[config.mk]
export PLATFORM = sky130hd
export DESIGN_NAME = adc_mock_ctrl
export DESIGN_NICKNAME = d
export VERILOG_FILES = /design/src/rtl/adc_mock_ctrl.sv
export SDC_FILE = /design/constraint.sdc
export NUM_CORES = 1
export LEC_CHECK = 0
export ABC_AREA = 1
export CAP_MARGIN = 15
export CORE_UTILIZATION = 34
export CTS_BUF_LIST = sky130_fd_sc_hd__clkbuf_4
export DETAILED_ROUTE_END_ITERATION = 16
export GPL_TIMING_DRIVEN = 0
export PLACE_DENSITY = 0.64
export RECOVER_POWER = 25
export SLEW_MARGIN = 20
export SYNTH_ARGS = -nofsm -noshare
export SYNTH_HDL_FRONTEND = slang
export SYNTH_HIERARCHICAL = 1
export SYNTH_SLANG_ARGS = --single-unit
[constraint.sdc]
create_clock -name CLK -period 1.64 [get_ports CLK]
set_input_delay 0.328 -clock CLK [delete_from_list [all_inputs] [get_ports CLK]]
set_output_delay 0.328 -clock CLK [all_outputs]
set_load 0.005 [all_outputs]
[src/rtl/adc_mock_ctrl.sv]
// Behavioural parallel-ADC mock: TRIGGER rising edge -> sample pattern/forced word -> DATA + DVALID after a fixed delay.
// Optional build macro ADC_MOCK_DVALID_HOLD_EN turns DVALID into a level held until the next accepted trigger.

module adc_mock_pattern #(
  parameter int WORD_SIZE  = 8,
  parameter int ADDR_DEPTH = 8
) (
  input  logic                  CLK,
  input  logic                  ENABLE,
  input  logic [ADDR_DEPTH-1:0] ADDR,
  output logic [WORD_SIZE-1:0]  DATA
);

  localparam logic [7:0] PATTERN_BYTE = 8'hA5;

  // Address resized to the word, then XORed with 0xA5 repeated across the word.
  function automatic logic [WORD_SIZE-1:0] pattern_word(input logic [ADDR_DEPTH-1:0] a);
    logic [WORD_SIZE-1:0] mask;
    logic [WORD_SIZE-1:0] ext;
    for (int i = 0; i < WORD_SIZE; i++) begin
      mask[i] = PATTERN_BYTE[i[2:0]];
    end
    ext = WORD_SIZE'(a);
    return ext ^ mask;
  endfunction

  always_ff @(posedge CLK) begin
    if (ENABLE) begin
      DATA <= pattern_word(ADDR);
    end
  end

endmodule

module adc_mock_ctrl #(
  parameter int DELAY_DEPTH = 5,
  parameter int WORD_SIZE   = 8,
  parameter int ADDR_DEPTH  = WORD_SIZE
) (
  input  logic                  CLK,
  input  logic                  RESET,
  input  logic                  TRIGGER,
  output logic [WORD_SIZE-1:0]  DATA,
  output logic                  DVALID,
  output logic                  BUSY,
  input  logic                  TB_FORCE_ADDR,
  input  logic                  TB_FORCE_DATA,
  input  logic [WORD_SIZE-1:0]  TB_DATA,
  input  logic [ADDR_DEPTH-1:0] TB_ADDR
);

  localparam int CNT_W = (DELAY_DEPTH > 1) ? $clog2(DELAY_DEPTH) : 1;

  localparam logic [1:0] IDLE    = 2'd0;
  localparam logic [1:0] SAMPLE  = 2'd1;
  localparam logic [1:0] CONVERT = 2'd2;

  logic [1:0]            state;
  logic                  trig_q;
  logic                  trig_edge;
  logic                  enable;
  logic                  done;
  logic [ADDR_DEPTH-1:0] addr;
  logic [CNT_W-1:0]      count;
  logic [WORD_SIZE-1:0]  pattern;
  logic [WORD_SIZE-1:0]  sample;

  assign trig_edge = TRIGGER & ~trig_q;
  // Pattern loads on the accepting edge itself so SAMPLE sees the fresh word.
  assign enable    = (state == IDLE) & trig_edge;
  assign done      = (state == CONVERT) && (count == '0);

  adc_mock_pattern #(
    .WORD_SIZE  (WORD_SIZE),
    .ADDR_DEPTH (ADDR_DEPTH)
  ) fake_adc_data (
    .CLK    (CLK),
    .ENABLE (enable),
    .ADDR   (addr),
    .DATA   (pattern)
  );

  always_ff @(posedge CLK) begin
    if (RESET) begin
      state  <= IDLE;
      trig_q <= 1'b0;
      BUSY   <= 1'b0;
      DVALID <= 1'b0;
      DATA   <= '0;
      count  <= '0;
      addr   <= '0;
    end else begin
      trig_q <= TRIGGER;
      case (state)
        IDLE: begin
          if (trig_edge) begin
            state <= SAMPLE;
            BUSY  <= 1'b1;
          end
        end
        SAMPLE: begin
          state <= CONVERT;
          count <= CNT_W'(DELAY_DEPTH - 1);
        end
        CONVERT: begin
          if (count == '0) begin
            state <= IDLE;
            BUSY  <= 1'b0;
            DATA  <= sample;
          end else begin
            count <= count - CNT_W'(1);
          end
        end
        default: state <= IDLE;
      endcase
`ifdef ADC_MOCK_DVALID_HOLD_EN
      if (done) begin
        DVALID <= 1'b1;
      end else if (enable) begin
        DVALID <= 1'b0;
      end
`else
      DVALID <= done;
`endif
      // A forced address overrides the completion increment.
      if (TB_FORCE_ADDR) begin
        addr <= TB_ADDR;
      end else if (done) begin
        addr <= addr + ADDR_DEPTH'(1);
      end
    end
  end

  // Converted word is captured once per conversion; no reset needed.
  always_ff @(posedge CLK) begin
    if (state == SAMPLE) begin
      sample <= TB_FORCE_DATA ? TB_DATA : pattern;
    end
  end

endmodule

* Word-level counts from Yosys, hierarchy flattened
Index checks and enable logic that the tools add are counted.
** Cells by class
- $add $sub $neg :: 2
- Eq/ne operators :: 5
- Mux-type cells :: 11
- Bitwise operators :: 4
- Reductions and logical operators :: 10
** Operator list (number)
- 8-bit two-way mux :: 3
- 8-bit by 1-bit adder with 8-bit output (second input constant) :: 1
- 2-bit case mux with 3 select lines :: 1
- 3-bit case mux with 2 select lines :: 1
- 2-bit AND reduction :: 3
- 2-bit nonzero test :: 3
- 2-bit two-way mux :: 2
- 2-bit != test (second input constant) :: 2
- 4-bit NOT :: 1
- 3-bit zero test :: 1
- 3-bit two-way mux :: 1
- 3-bit AND reduction :: 1
- 3-bit by 1-bit subtractor with 3-bit output (second input constant) :: 1
- 1-bit AND :: 2
- 2-bit by 1-bit equality test with 1-bit output (second input constant) :: 1
- 2-bit equality test (second input constant) :: 1
- 2-bit zero test :: 1
- 1-bit two-way mux :: 2
- 2-bit by 1-bit != test with 1-bit output (second input constant) :: 1
- 1-bit case mux with 2 select lines :: 1
- 1-bit logical AND :: 1
- 1-bit NOT :: 1
** Word-level totals
- Bits in registers :: 40
- Input bits :: 21
- Output and inout port bits :: 10
- Word-level logic and storage cells :: 41

* Longest topological paths before layout
- Depth in word-level cells :: 4
- Mapped depth :: 9
- Mapped depth without buffers :: 9

* Modules after synthesis
Netlist, hierarchy kept.
** By module, submodules not included
- adc_mock_ctrl :: instances 1, cells an instance 179, area an instance 1488.9 um^2, sequential area each 720.7 um^2
- adc_mock_pattern :: instances 1, cells an instance 12, area an instance 255.2 um^2, sequential area each 240.2 um^2

* Worst setup path after synthesis
OpenSTA, ideal clock, no wires.
- Path type :: reg2reg
- Start point :: reg state[0]
- End point :: reg count[1]
- Setup time :: 132 ps
- Arrival time :: 1146 ps
- Required time :: 1508 ps
- Slack :: 362 ps
- Cell stages (with the launch flop) :: 6
- Path buffers :: 0
- Period minus slack after synthesis :: 1278 ps
- Cell sequence :: dfxtp_1 > inv_1 > nor2_1 > nor2_1 > nand2_1 > a21oi_1
** Between the ends
- Word-level cells in the longest chain between the ends :: 3
- Elaborated cells between the ends (all ways) :: 6
- Classes of those cells :: eq/ne (3); mux (1); reduce/logical (2)
** Ends and longest elaborated chain
- start: declaration :: RTL line 58 : logic [1:0] state;
- start signal: assignment :: RTL line 85 : state <= IDLE;
- start signal: assignment :: RTL line 97 : state <= SAMPLE;
- start signal: assignment :: RTL line 102 : state <= CONVERT;
- 2-bit equality test or 2-bit by 1-bit equality test with 1-bit output (tied branches) :: RTL line 94 : case (state)
- 2-bit != test (no line) or 2-bit nonzero test (tied branches)
- 2-bit AND reduction (no line)
- end signal: assignment :: RTL line 103 : count <= CNT_W'(DELAY_DEPTH - 1);
- end signal: assignment :: RTL line 111 : count <= count - CNT_W'(1);
- end: declaration :: RTL line 64 : logic [CNT_W-1:0] count;
Several ways; a longest one is shown, not always the timed one.
A chain may end at the register's enable or synchronous reset.

==> results.cfg <==
[drt]
drc = 0
wl_per_cell_um = 10.3
wl_mm = 3.01
drt_pass1_iterations = 4
drt_iter0_markers = 55
vias = 1299
ant_nets = 0
viasPerCell = 4.43

[worst_hold_path]
holdPathEnd = addr[2]$_SDFFE_PP0P_
holdPathStages = 3
hold_path_startpoint = TB_FORCE_ADDR
hold_path_class = in -> reg

[setup_path]
cp.required_ps = 1310
crit_path_max_fanout = 2
r2r_setup_slack_ps = 210
ff2ff_path_depth = 9
worstReg2RegEnd = addr[3]$_SDFFE_PP0P_
cp_slowest_cell = clkdlybuf4s50_1
crit_path_start = DATA[0]$_SDFFE_PP0P_
critical_path.endpoint_type = output port
crit_family = buffers and inverters
crit_path_max_incr_delay_ps = 500
crit_path_start_kind = register
worst-path-buf-inv = 1
worst-path-stages = 1
r2r-start = count[0]$_SDFFE_PP0P_
cp_cell_sequence = clkdlybuf4s50_1
criticalPathCategory = reg -> out
worstPathArrival_ps = 1200

[logic_synthesis]
yosysSeqAreaShare_pct = 55.1
ys_ff_latch = 40
syn-cell-area_mm2 = 0.00174
synthTopCellsByArea = dfxtp_1 (28%), edfxtp_1 (28%), nand2_1 (6.9%)
synth_top_cell_by_area = dfxtp_1
synth.top_cell.area_share_pct = 27.5
synthCells = 191
synth_cell_types = 24
syn_area_per_cell_um2 = 9.13
synth_fp_nets = 215
yosysWarnings = 6

[sta]
setup_viol = 0
slew_headroom_pct = 67.6
max_slew.worst_pin.slew_ps = 486
fmax_ghz = 0.655
hold_violations = 0
tns_ps = 0
holdWs_ps = 278
fin_crit_sh_pct = 93.1
fin_skew_ps = 10.8
finalCriticalPeriod_ps = 1530
final_max_slew_viol_count = 0
rsz0062_at_grt = false

[floorplan]
die_width_um = 73.6
initial_core_util_pct = 36.2
die_area_mm2 = 0.00542
io-pin-count = 31
core-area_mm2 = 0.00482
die_h_um = 73.6
row_count = 25

[final_layout]
area_growth_pct = 25.3
nNetsFinal = 249
layout-drive-gt1-share_pct = 11.5
n_antenna_cell = 0

[status]
outcome = completed

[power_and_ir_drop]
power_density_mw_per_mm2 = 909
p_leak_nw = 0.809
p_total_mw = 1.99
ir_drop_mv = 0.400

[placement]
dp_hpwl_mm = 2.26
routabilityCongestion = 0.778
io_buffers = 27

[global_route]
gr-total-overflow = 0
grt_pass1_vias = 1145
grt_max_degree = 14
antenna_found_initial = 0
grt_use_total_pct = 12.5
grt_pass1_wl_mm = 5.04

[cts]
htree_levels = 2
tritoncts = built
cts_sinks = 40
tritoncts.num_buffers = 5
root_buffer = clkbuf_4
clkLatencyLatePin_ps = 350
clk_pin_slew_ps = 120
cts_buffer_depth = 2

[flow_run]
maxCapViolations = 0
[metrics by stage]
step | std cells | setup WS, ps | cell area, µm² | utilization [%]
floorplan | 191 | 362 | 1740 | -
global placement | 285 | 55.9 | 2100 | 43.6
detailed placement | 285 | 52.7 | 2100 | 43.6
CTS | 293 | 87.5 | 2180 | 45.2
global route | 293 | 29.3 | 2180 | 45.4
finish | 293 | 113 | 2180 | 45.4
[area by class of cell]
class | instances | area [µm²]
repair buffers | 27 | 270
fillers | 495 | 2630
clock buffers | 5 | 37.5
well taps | 67 | 83.8
flip-flops and latches | 40 | 961
multi-input cells | 123 | 664
clock inverters | 3 | 42.5
inverters | 23 | 90.1
plain buffers | 5 | 35.0
[power by group]
group / switching (mW) / total [mW] / leakage, nW / internal (mW)
registers: 0.0322 / 1.12 / 0.340 / 1.09
clock network: 0.326 / 0.645 / 0.0428 / 0.319
logic: 0.104 / 0.218 / 0.426 / 0.115
total: 0.462 / 1.99 / 0.809 / 1.52
[how the worst max path moves through the flow]
stage	end	slack [ps]
detailed placement	fake_adc_data/DATA[5]$_DFFE_PP_	50
floorplan	count[1]$_SDFFE_PP0P_	360
global route	addr[3]$_SDFFE_PP0P_	30
CTS	DATA[0]	90
global placement	fake_adc_data/DATA[0]$_DFFE_PP_	60
finish	DATA[0]	110
[cells by family after synthesis]
| kind of cell | Yosys count | synth area share (%) |
|---|---|---|
| DFF | 40 | 55.1 |
| xor gates and xnor gates | 2 | 1.00 |
| buffers and inverters | 28 | 6.96 |
| adders and majority gates | 3 | 2.15 |
| and+or+nand+nor | 84 | 21.7 |
| AOI/OAI and AO/OA | 26 | 7.96 |
| muxes | 8 | 5.17 |
[layout by cell type (no fill, tap or decap), types with 3 or more instances in the layout]
cell	instances
a21oi_1	9
a31oi_1	3
clkbuf_4	5
clkdlybuf4s50_1	27
dfxtp_1	24
edfxtp_1	16
ha_1	3
inv_1	21
mux2_2	8
nand2_1	32
nand3_1	13
nor2_1	31
o21ai_0	12
[Yosys cell counts]
cell type,instances
buf_6,2
or2_0,1
edfxtp_1,16
nand2_1,32
xor2_1,2
nand4_1,1
inv_2,1
nor2_8,1
clkinv_1,1
mux2_2,8
ha_1,3
clkbuf_1,2
a31oi_1,3
inv_1,21
o21ai_0,12
buf_2,1
nor2_4,2
o21bai_1,2
nand2_4,1
nor2_2,1
dfxtp_1,24
nand3_1,13
a21oi_1,9
nor2_1,32
[metal layers]
metal  track usage [%]  wire [µm]  vias up
met5                 0          0        -
met4              4.06         38        0
met3              4.94        151        5
met2              20.2       1360       34
met1              15.2       1470      569
li1                  -          -      691
[sequential cells by signal, indices dropped and copies added (netlist names)]
register and flops:
DATA 8, addr 8, fake_adc_data/DATA 8, sample 8, count 3, state 2
BUSY 1, DVALID 1, trig_q 1
[what timing repair did]
action / in CTS / in global routing
buffers inserted: 0 / 0
resized for setup: 0 / 2
endpoints found under the setup margin: 0 / 3
hold buffers: 0 / 0
(Power assumes the default switching activity.)
